$ cat src/rtl/interact_pkg.sv
// Shared NoC link types: flit layout, flit type codes and the router channel bundles.
package interact;

    localparam int PAYLOAD_W = 16;
    localparam int DEST_W    = 8;
    localparam int FLIT_W    = PAYLOAD_W + 2;

    localparam logic [1:0] FT_HEAD = 2'b10;
    localparam logic [1:0] FT_BODY = 2'b00;
    localparam logic [1:0] FT_TAIL = 2'b01;

    typedef struct packed {
        logic              req;
        logic [FLIT_W-1:0] data;
    } channel_forward;

    typedef struct packed {
        logic ack;
    } channel_backward;

    typedef struct packed {
        logic                 first;
        logic                 last;
        logic [DEST_W-1:0]    dest;
        logic [PAYLOAD_W-1:0] data;
    } fifo_entry_t;

    typedef enum logic [1:0] {
        P_IDLE,
        P_HEAD,
        P_PAYLOAD
    } pkt_state_t;

    typedef enum logic [1:0] {
        L_IDLE,
        L_SETUP,
        L_FIRE,
        L_WAIT
    } link_state_t;

    function automatic logic [FLIT_W-1:0] make_flit(input logic [1:0] ftype,
                                                    input logic [FLIT_W-3:0] body);
        return {ftype, body};
    endfunction

endpackage

$ cat src/rtl/ni_tx_if.sv
// Flit hand-off between the packet framer and the link transmitter.
interface ni_tx_if;
    import interact::*;

    logic              valid;
    logic              ready;
    logic [FLIT_W-1:0] flit;

    modport master (output valid, output flit, input ready);
    modport slave  (input valid, input flit, output ready);

endinterface

$ cat src/rtl/ni_link_tx.sv
// Two-phase bundled-data link transmitter with a multi-flop ack synchronizer.
module ni_link_tx
    import interact::*;
#(
    parameter int ACK_SYNC_STAGES = 2
) (
    input  logic            clk,
    input  logic            preset,
    ni_tx_if.slave          flit_in,
    output channel_forward  chan_out_f,
    input  channel_backward chan_out_b
);

    logic              ack_stage [ACK_SYNC_STAGES];
    logic              ack_sync;
    logic              req_reg;
    logic [FLIT_W-1:0] data_reg;
    link_state_t       state_reg;

    // ack comes from another timing island; nothing may look at it before the last stage
    for (genvar gi = 0; gi < ACK_SYNC_STAGES; gi++) begin : g_ack_sync
        if (gi == 0) begin : g_first
            always_ff @(posedge clk) begin
                if (preset) ack_stage[gi] <= 1'b0;
                else        ack_stage[gi] <= chan_out_b.ack;
            end
        end else begin : g_next
            always_ff @(posedge clk) begin
                if (preset) ack_stage[gi] <= 1'b0;
                else        ack_stage[gi] <= ack_stage[gi-1];
            end
        end
    end

    assign ack_sync      = ack_stage[ACK_SYNC_STAGES-1];
    assign flit_in.ready = (state_reg == L_IDLE) || (state_reg == L_SETUP);
    assign chan_out_f    = '{req: req_reg, data: data_reg};

    // Data is captured on entry to FIRE and req flips one edge later, so the
    // bundle is settled a full cycle before the receiver can see the transition.
    always_ff @(posedge clk) begin
        if (preset) begin
            state_reg <= L_IDLE;
            req_reg   <= 1'b0;
            data_reg  <= '0;
        end else begin
            unique case (state_reg)
                L_IDLE, L_SETUP: begin
                    if (flit_in.valid) begin
                        data_reg  <= flit_in.flit;
                        state_reg <= L_FIRE;
                    end else begin
                        state_reg <= L_IDLE;
                    end
                end
                L_FIRE: begin
                    req_reg   <= !req_reg;
                    state_reg <= L_WAIT;
                end
                L_WAIT: begin
                    if (ack_sync == req_reg)
                        state_reg <= flit_in.valid ? L_SETUP : L_IDLE;
                end
                default: state_reg <= L_IDLE;
            endcase
        end
    end

endmodule

$ cat src/rtl/ni_tx.sv
// Network-interface transmit side: payload FIFO plus packet framer feeding the link transmitter.
module ni_tx
    import interact::*;
#(
    parameter int FIFO_DEPTH      = 4,
    parameter int ACK_SYNC_STAGES = 2
) (
    input  logic                 clk,
    input  logic                 preset,
    input  logic                 core_valid,
    output logic                 core_ready,
    input  logic [PAYLOAD_W-1:0] core_data,
    input  logic [DEST_W-1:0]    core_dest,
    input  logic                 core_last,
    output channel_forward       chan_out_f,
    input  channel_backward      chan_out_b
);

    localparam int               PTR_W     = $clog2(FIFO_DEPTH);
    localparam logic [PTR_W:0]   DEPTH_CNT = (PTR_W+1)'(FIFO_DEPTH);

    fifo_entry_t      mem [FIFO_DEPTH];
    fifo_entry_t      head;
    logic [PTR_W-1:0] wr_ptr_reg;
    logic [PTR_W-1:0] rd_ptr_reg;
    logic [PTR_W:0]   count_reg;
    logic             in_pkt_reg;
    pkt_state_t       pkt_state_reg;
    logic             push;
    logic             pop;
    logic             empty;
    logic             take;

    ni_tx_if flit_bus ();

    // Full stays full for the cycle even if a pop happens: ready looks only at the stored count.
    assign core_ready = !preset && (count_reg < DEPTH_CNT);
    assign push       = core_valid && core_ready;
    assign empty      = (count_reg == '0);
    assign head       = mem[rd_ptr_reg];
    assign take       = flit_bus.valid && flit_bus.ready;
    assign pop        = take && (pkt_state_reg == P_PAYLOAD);

    always_ff @(posedge clk) begin
        if (push)
            mem[wr_ptr_reg] <= '{first: !in_pkt_reg, last: core_last,
                                 dest: core_dest, data: core_data};
    end

    // HEAD is built from the first entry without popping it; that entry later leaves as BODY/TAIL.
    always_comb begin
        flit_bus.valid = 1'b0;
        flit_bus.flit  = '0;
        unique case (pkt_state_reg)
            P_IDLE, P_HEAD: begin
                if (!empty && head.first) begin
                    flit_bus.valid = 1'b1;
                    flit_bus.flit  = make_flit(FT_HEAD, (FLIT_W-2)'(head.dest));
                end
            end
            P_PAYLOAD: begin
                if (!empty) begin
                    flit_bus.valid = 1'b1;
                    flit_bus.flit  = make_flit(head.last ? FT_TAIL : FT_BODY, head.data);
                end
            end
            default: ;
        endcase
    end

    always_ff @(posedge clk) begin
        if (preset) begin
            wr_ptr_reg    <= '0;
            rd_ptr_reg    <= '0;
            count_reg     <= '0;
            in_pkt_reg    <= 1'b0;
            pkt_state_reg <= P_IDLE;
        end else begin
            if (push) begin
                wr_ptr_reg <= wr_ptr_reg + 1'b1;
                in_pkt_reg <= !core_last;
            end
            if (pop)
                rd_ptr_reg <= rd_ptr_reg + 1'b1;
            if (push && !pop)
                count_reg <= count_reg + 1'b1;
            else if (pop && !push)
                count_reg <= count_reg - 1'b1;

            unique case (pkt_state_reg)
                P_IDLE: begin
                    if (flit_bus.valid)
                        pkt_state_reg <= flit_bus.ready ? P_PAYLOAD : P_HEAD;
                end
                P_HEAD: begin
                    if (take)
                        pkt_state_reg <= P_PAYLOAD;
                end
                P_PAYLOAD: begin
                    if (pop && head.last)
                        pkt_state_reg <= P_IDLE;
                end
                default: pkt_state_reg <= P_IDLE;
            endcase
        end
    end

    ni_link_tx #(
        .ACK_SYNC_STAGES(ACK_SYNC_STAGES)
    ) u_link (
        .clk       (clk),
        .preset    (preset),
        .flit_in   (flit_bus),
        .chan_out_f(chan_out_f),
        .chan_out_b(chan_out_b)
    );

endmodule

$ cat config.mk
export PLATFORM = sky130hd
export DESIGN_NAME = ni_tx
export DESIGN_NICKNAME = d
export VERILOG_FILES = /design/src/rtl/interact_pkg.sv /design/src/rtl/ni_tx_if.sv /design/src/rtl/ni_link_tx.sv /design/src/rtl/ni_tx.sv
export SDC_FILE = /design/constraint.sdc
export NUM_CORES = 1
export LEC_CHECK = 0
export CORE_ASPECT_RATIO = 1.4
export CORE_MARGIN = 3
export CORE_UTILIZATION = 56
export DETAILED_ROUTE_END_ITERATION = 16
export PLACE_DENSITY = 0.88
export SLEW_MARGIN = 20
export SYNTH_ARGS = -nofsm -noshare
export SYNTH_HDL_FRONTEND = slang
export SYNTH_SLANG_ARGS = --single-unit
export TNS_END_PERCENT = 30
$ cat constraint.sdc
create_clock -name clk -period 2.8 [get_ports clk]
set_input_delay 0.56 -clock clk [delete_from_list [all_inputs] [get_ports clk]]
set_output_delay 0.56 -clock clk [all_outputs]
set_load 0.02 [all_outputs]
Word level (Yosys, flattened, before mapping). Memories as Yosys holds them, arrays and structs flattened. A register that Yosys moved wholly into a read port is not among the register bits. Index checks and enable logic that the tools add are counted.

Flip-flop bits (word level): 31. RAM bits: 106. Bits of input ports: 29. Output and inout port bits: 20. Word-level logic and storage cells: 78. Memories: 2.

$add $sub $neg: 4. Order comparisons: 1. Eq/ne operators: 10. Mux-type cells: 27. Bitwise logic cells: 2. Reductions and logical operators: 24.

Memory list: mem (depth 4, width 26, rd ports 1, clocked after memory_dff 1, wr ports 1, line ni_tx.sv:22) `fifo_entry_t mem [FIFO_DEPTH];`; u_link.ack_stage (depth 2, width 1, rd ports 2, clocked after memory_dff 0, wr ports 2, line ni_link_tx.sv:14) `logic ack_stage [ACK_SYNC_STAGES];`.

Operators with widths (count): $pmux W18 S2 (1); $mux W18 (1); $mux W17 (1); $mux W2 (8); $pmux W2 S3 (2); $mux W1 (11); $logic_and A1 B1 Y1 (8); $logic_not A1 Y1 (7); $eq A2 B2 Y1 const B (3); $mux W3 (2); $add A2 B1 Y2 const B (2); $eq A2 B1 Y1 const B (2); $logic_not A2 Y1 (2); $ne A2 B1 Y1 const B (2); $ne A2 B2 Y1 const B (2); $reduce_or A2 Y1 (2); $add A3 B1 Y3 const B (1); $logic_not A3 Y1 (1); $lt A3 B3 Y1 const B (1); $reduce_and A3 Y1 (1); $sub A3 B1 Y3 const B (1); $or A1 B1 Y1 (2); $pmux W1 S2 (1); $reduce_and A2 Y1 (1); 3 further kinds (3).

Longest topological paths before layout.
Word-level depth: 10. Mapped depth: 10. Mapped depth without buffers: 9.

Modules after synthesis. A second synthesis with hierarchy kept.

Cell total of the unflattened synthesis: 316. Area total of the unflattened synthesis: 5400.2 µm².

By module, submodules not included: ni_tx (instances 1, cells an instance 219, area each 4516.8 µm², seq. area each 3363.2 µm²); ni_link_tx (instances 1, cells an instance 97, area each 883.3 µm², seq. area each 460.4 µm²).

Least setup slack after synthesis. OpenSTA, ideal clock, no wires.

Kind: in2reg. Start point: input port preset. End point: register count_reg[2]. Library setup time: 0.070 ns. Data arrival time: 2.695 ns. Required time: 2.730 ns. Setup slack: 0.034 ns. Stages on the path: 10. Path buffers: 2. Path through: clkbuf_1 -> nor2_1 -> and2_1 -> clkbuf_1 -> ha_1 -> inv_1 -> fa_1 -> xor2_1 -> or3_1 -> a21oi_1.

Cells in the longest elaborated chain, start to end: 6. Elaborated cells on any way between the ends: 8. Those cells by class: mux: 1; reduce/logical: 7.

Ends and longest elaborated chain: start: declaration (line ni_tx.sv:9) `input logic preset,`; $logic_not A1 Y1 (*) (line ni_tx.sv:37) `assign core_ready = !preset && (count_reg < DEPTH_CNT);`; $logic_and A1 B1 Y1 (*) (line ni_tx.sv:37); via core_ready (line ni_tx.sv:11) `output logic core_ready,`; $logic_and A1 B1 Y1 (*) (line ni_tx.sv:38) `assign push = core_valid && core_ready;`; via push (line ni_tx.sv:29) `logic push;`; $logic_not A1 Y1 (line ni_tx.sv:87) `else if (pop && !push)`; $logic_and A1 B1 Y1 (line ni_tx.sv:87); $reduce_bool A2 Y1 (no line); end signal: assignment (line ni_tx.sv:86) `count_reg <= count_reg + 1'b1;`; end signal: assignment (line ni_tx.sv:88) `count_reg <= count_reg - 1'b1;`; end: declaration (line ni_tx.sv:26) `logic [PTR_W:0] count_reg;`.

The timed path passes the listed nets; every way through them passes the cells marked *. A chain may end at the register's enable or synchronous reset.

Worst setup path in the final report.
Start point: register count_reg[0]. End point: register count_reg[2].

Cells in the longest elaborated chain, start to end: 10. Elaborated cells on any way between the ends: 20. Those cells by class: add/sub: 2; order compare: 1; mux: 5; reduce/logical: 12.

Ends and longest elaborated chain: $logic_not A3 Y1 (line ni_tx.sv:39) `assign empty = (count_reg == '0);`; $logic_not A1 Y1; $logic_and A1 B1 Y1 (line ni_tx.sv:56) `if (!empty && head.first) begin`; $mux W1 (line ni_tx.sv:56); $pmux W1 S2 (line ni_tx.sv:54) `unique case (pkt_state_reg)`; $logic_and A1 B1 Y1 (line ni_tx.sv:41) `assign take = flit_bus.valid && flit_bus.ready;`; $logic_and A1 B1 Y1 (line ni_tx.sv:42) `assign pop = take && (pkt_state_reg == P_PAYLOAD);`; $logic_not A1 Y1 (line ni_tx.sv:85) `if (push && !pop)`; $logic_and A1 B1 Y1 (line ni_tx.sv:85); $mux W3 or $reduce_bool A2 Y1 (tied branches).

Several ways; a longest one is shown, not always the timed one. The select of a mux whose other input is x is not followed.

==> key figures <==
Floorplanning
  • Number of I/O pins: 49
  • Die Wd: about 90 µm
  • Initial core utilization: between 50 and 60%
  • FP Rows: 41
  • Die footprint: 10,700 µm²
  • Core ar.: ~9000 µm²
  • Die Ht: approximately 120 µm

CTS
  • Clock buffer depth: 2
  • CTS resizes: 0
  • Clock tree sinks: 139
  • Setup bufs post-CTS: 0
  • CTS HTree Levels: 4
  • Root buf cell: clkbuf_16
  • Total CTS buffers: 17
  • CTS tree: yes
  • CTS clk-pin slew, worst paths: 60 ps
  • Clock Latency Late Sink: approximately 420 ps
  • Hold bufs inserted after CTS: 0

STA
  • Worst-margin pin slew: around 790 ps
  • Layout Skew: between 10 and 15 ps
  • Clock period minus worst slack: about 2500 ps
  • Final period utilization: 89.1%
  • Final setup viols: 0
  • Setup TNS Final: 0 ps
  • Fin. max-slew vios: 0
  • Peak Freq: 0.401 GHz
  • Final hold violations: 0
  • Slew HR: 47.3%
  • RSZ-0062 raised after global routing: false

Global route
  • Initial antenna violation count: 0
  • Total gr overflow: 0
  • First-pass GRT wire length: 16.4 mm
  • Gr usage total: between 20% and 30%
  • Largest net degree at the start of global routing: 35
  • Vias in the first global route: about 3,200

Layout
  • Nets@finish: about 400
  • Area Growth Syn to Fin: 22.1%
  • Most frequent cells in the layout: 104 x edfxtp_1, 48 x clkdlybuf4s50_1, 35 x dfxtp_1
  • Max reg flops: between 100 and 150
  • Fraction of layout cells with a size suffix above 1: 19.1%
  • Util after Layout: 70.8%
  • Commonest non-fill, non-tap cell in the layout: edfxtp_1
  • Filler Cell Count: 547
  • N_diodes: 0

Power
  • Leak: 0.00211 µW
  • PwrDens: 912 nW/µm²
  • VDD IR max: 601 µV

Synthesis
  • Synth unique cells: 37
  • Seq/Total Area, Yosys: 72.2%
  • Cell area after synthesis: 5290 µm²
  • #FFs+latches synth: around 140
  • Cells after synthesis: 306
  • Synth warn: 0
  • Syn_nets: about 340
  • Syn Area/Cell: 17.3 µm²

Worst setup path
  • CP endpoint kind: flip-flop
  • Critical path's top delay family: simple AND/OR/NAND/NOR gates
  • Worst R2R Path Depth: 9
  • Critical path type: reg2reg
  • Worst-path fanout max: 11
  • Critical Path RT: 3130 ps
  • WP buf/inv: 2
  • Levels on crit path: 9
  • Slowest cell on crit path: nor3_1
  • CP Cell Sequence: nor3_1, nor3_2, inv_1, ha_1, inv_1, fa_1, xor2_1, or3_1, a21oi_1
  • Slowest cell delay on critical path: 480 ps
  • Critical Path Start Type: flip-flop
  • Crit path DAT: 2830 ps
  • CP most frequent cell: inv_1

Hold path
  • Hold WC Path Type: reg2reg
  • Hold Path Depth: 1

Route
  • Routed WL per cell: 21.1 µm
  • First-pass iteration count of the detailed router: 6
  • DRT iter0 DRCs: 259
  • Total routed wirelength: 10.2 mm
  • Post-route DRC violation count: 0
  • ANT nets after route: 0
  • Via density: 6.07
  • Routed via count: 2,939

Flow run
  • Max Cap Viol: 0

Place
  • HPWL after detailed placement: around 6 mm
  • IO buf count: 48
  • Routability cong.: 0.805

Run status
  • Outcome: finished clean
==> routing by layer <==
| metal | GRT usage [%] | vias to the layer above | share of wire (%) |
|---|---|---|---|
| met5 | 0 | - | 0 |
| met3 | 5.91 | 24 | 5.1 |
| met4 | 12.2 | 0 | 2.9 |
| met1 | 25.5 | 1483 | 38 |
| met2 | 35.1 | 108 | 54 |
| li1 | - | 1324 | - |
==> worst reg2reg max path: stages, from the launching register on <==
cell and delay [ps]:
dfxtp_1 350, nor3_1 480, nor3_2 240, inv_1 100, ha_1 180, inv_1 60
fa_1 370, xor2_1 150, or3_1 310, a21oi_1 170
==> Yosys cell counts <==
| library cell | number | share of area (%) |
|---|---|---|
| nor2_1 | 11 | 0.78 |
| a22oi_1 | 1 | 0.14 |
| nand2b_1 | 2 | 0.24 |
| buf_4 | 1 | 0.14 |
| clkbuf_2 | 1 | 0.094 |
| nor2_4 | 1 | 0.21 |
| or3_1 | 2 | 0.24 |
| a21o_1 | 2 | 0.28 |
| nor3_1 | 3 | 0.28 |
| a211oi_2 | 1 | 0.24 |
| o31ai_1 | 1 | 0.14 |
| edfxtp_1 | 104 | 59 |
| nand3_1 | 1 | 0.094 |
| and2_1 | 1 | 0.12 |
| nor2b_1 | 4 | 0.47 |
| mux2i_1 | 2 | 0.38 |
| xnor2_1 | 5 | 0.83 |
| xor2_1 | 2 | 0.33 |
| buf_6 | 2 | 0.43 |
| a211oi_1 | 9 | 1.3 |
| inv_1 | 6 | 0.43 |
| a32oi_1 | 8 | 1.3 |
| buf_2 | 3 | 0.28 |
| dfxtp_1 | 35 | 13 |
| o21ai_0 | 12 | 1.1 |
| a21oi_4 | 1 | 0.31 |
| ha_1 | 5 | 1.2 |
| mux4_1 | 2 | 0.99 |
| fa_1 | 1 | 0.38 |
| and3_1 | 4 | 0.47 |
| a21oi_1 | 20 | 1.9 |
| clkbuf_1 | 13 | 0.92 |
| nor4b_1 | 1 | 0.17 |
| nand2_1 | 12 | 0.85 |
| mux4_2 | 24 | 10 |
| and3_4 | 1 | 0.21 |
| nor3b_1 | 2 | 0.28 |
==> final timing paths <==
check	slack [ps]	endpoint	startpoint
worst max register to register	310	count_reg[2]$_SDFFE_PP0P_	count_reg[0]$_SDFFE_PP0P_
worst max-delay path	310	count_reg[2]$_SDFFE_PP0P_	count_reg[0]$_SDFFE_PP0P_
worst min-delay path	440	u_link.ack_stage[1]$_SDFF_PP0_	u_link.ack_stage[0]$_SDFF_PP0_
worst min register to register	440	u_link.ack_stage[1]$_SDFF_PP0_	u_link.ack_stage[0]$_SDFF_PP0_
==> metrics by stage <==
stage	std cells	cell area [µm²]	power, µW	hold slack, ps	setup WS, ps
final	484	6460	5890	436	306
after global routing	484	6460	6130	454	233
after CTS	484	6460	5910	441	53.2
after detailed placement	452	5890	3800	427	88.7
after global placement	452	5890	3750	421	200
after floorplan	306	5290	3430	414	34.4
==> cells by family (layout without fill, tap and decap cells) <==
| group | count (synthesis) | after routing | share of synthesized area (%) |
|---|---|---|---|
| flops | 139 | 139 | 72.2 |
| simple gates | 45 | 45 | 4.42 |
| buf+inv | 26 | 97 | 2.29 |
| fa+ha+maj | 6 | 6 | 1.56 |
| mux | 28 | 28 | 11.6 |
| xor+xnor | 7 | 7 | 1.16 |
| compound gates | 55 | 55 | 6.74 |
==> layout make-up <==
class                      count  area [µm²]  area share (%)
clock buffer                  17         425            6.58
clock inverter                15         141            2.19
inverter                       6        22.5           0.348
multi-input combinational    141        1350            20.9
sequential                   139        3820            59.2
tap                          107         134            2.07
timing repair buffer          59         563            8.71
==> power breakdown <==
part / internal [µW] / switching [µW]
clock: 1230 / 863
combinational: 535 / 742
sequential: 2410 / 111
total: 4170 / 1720
(Power assumes the default switching activity.)
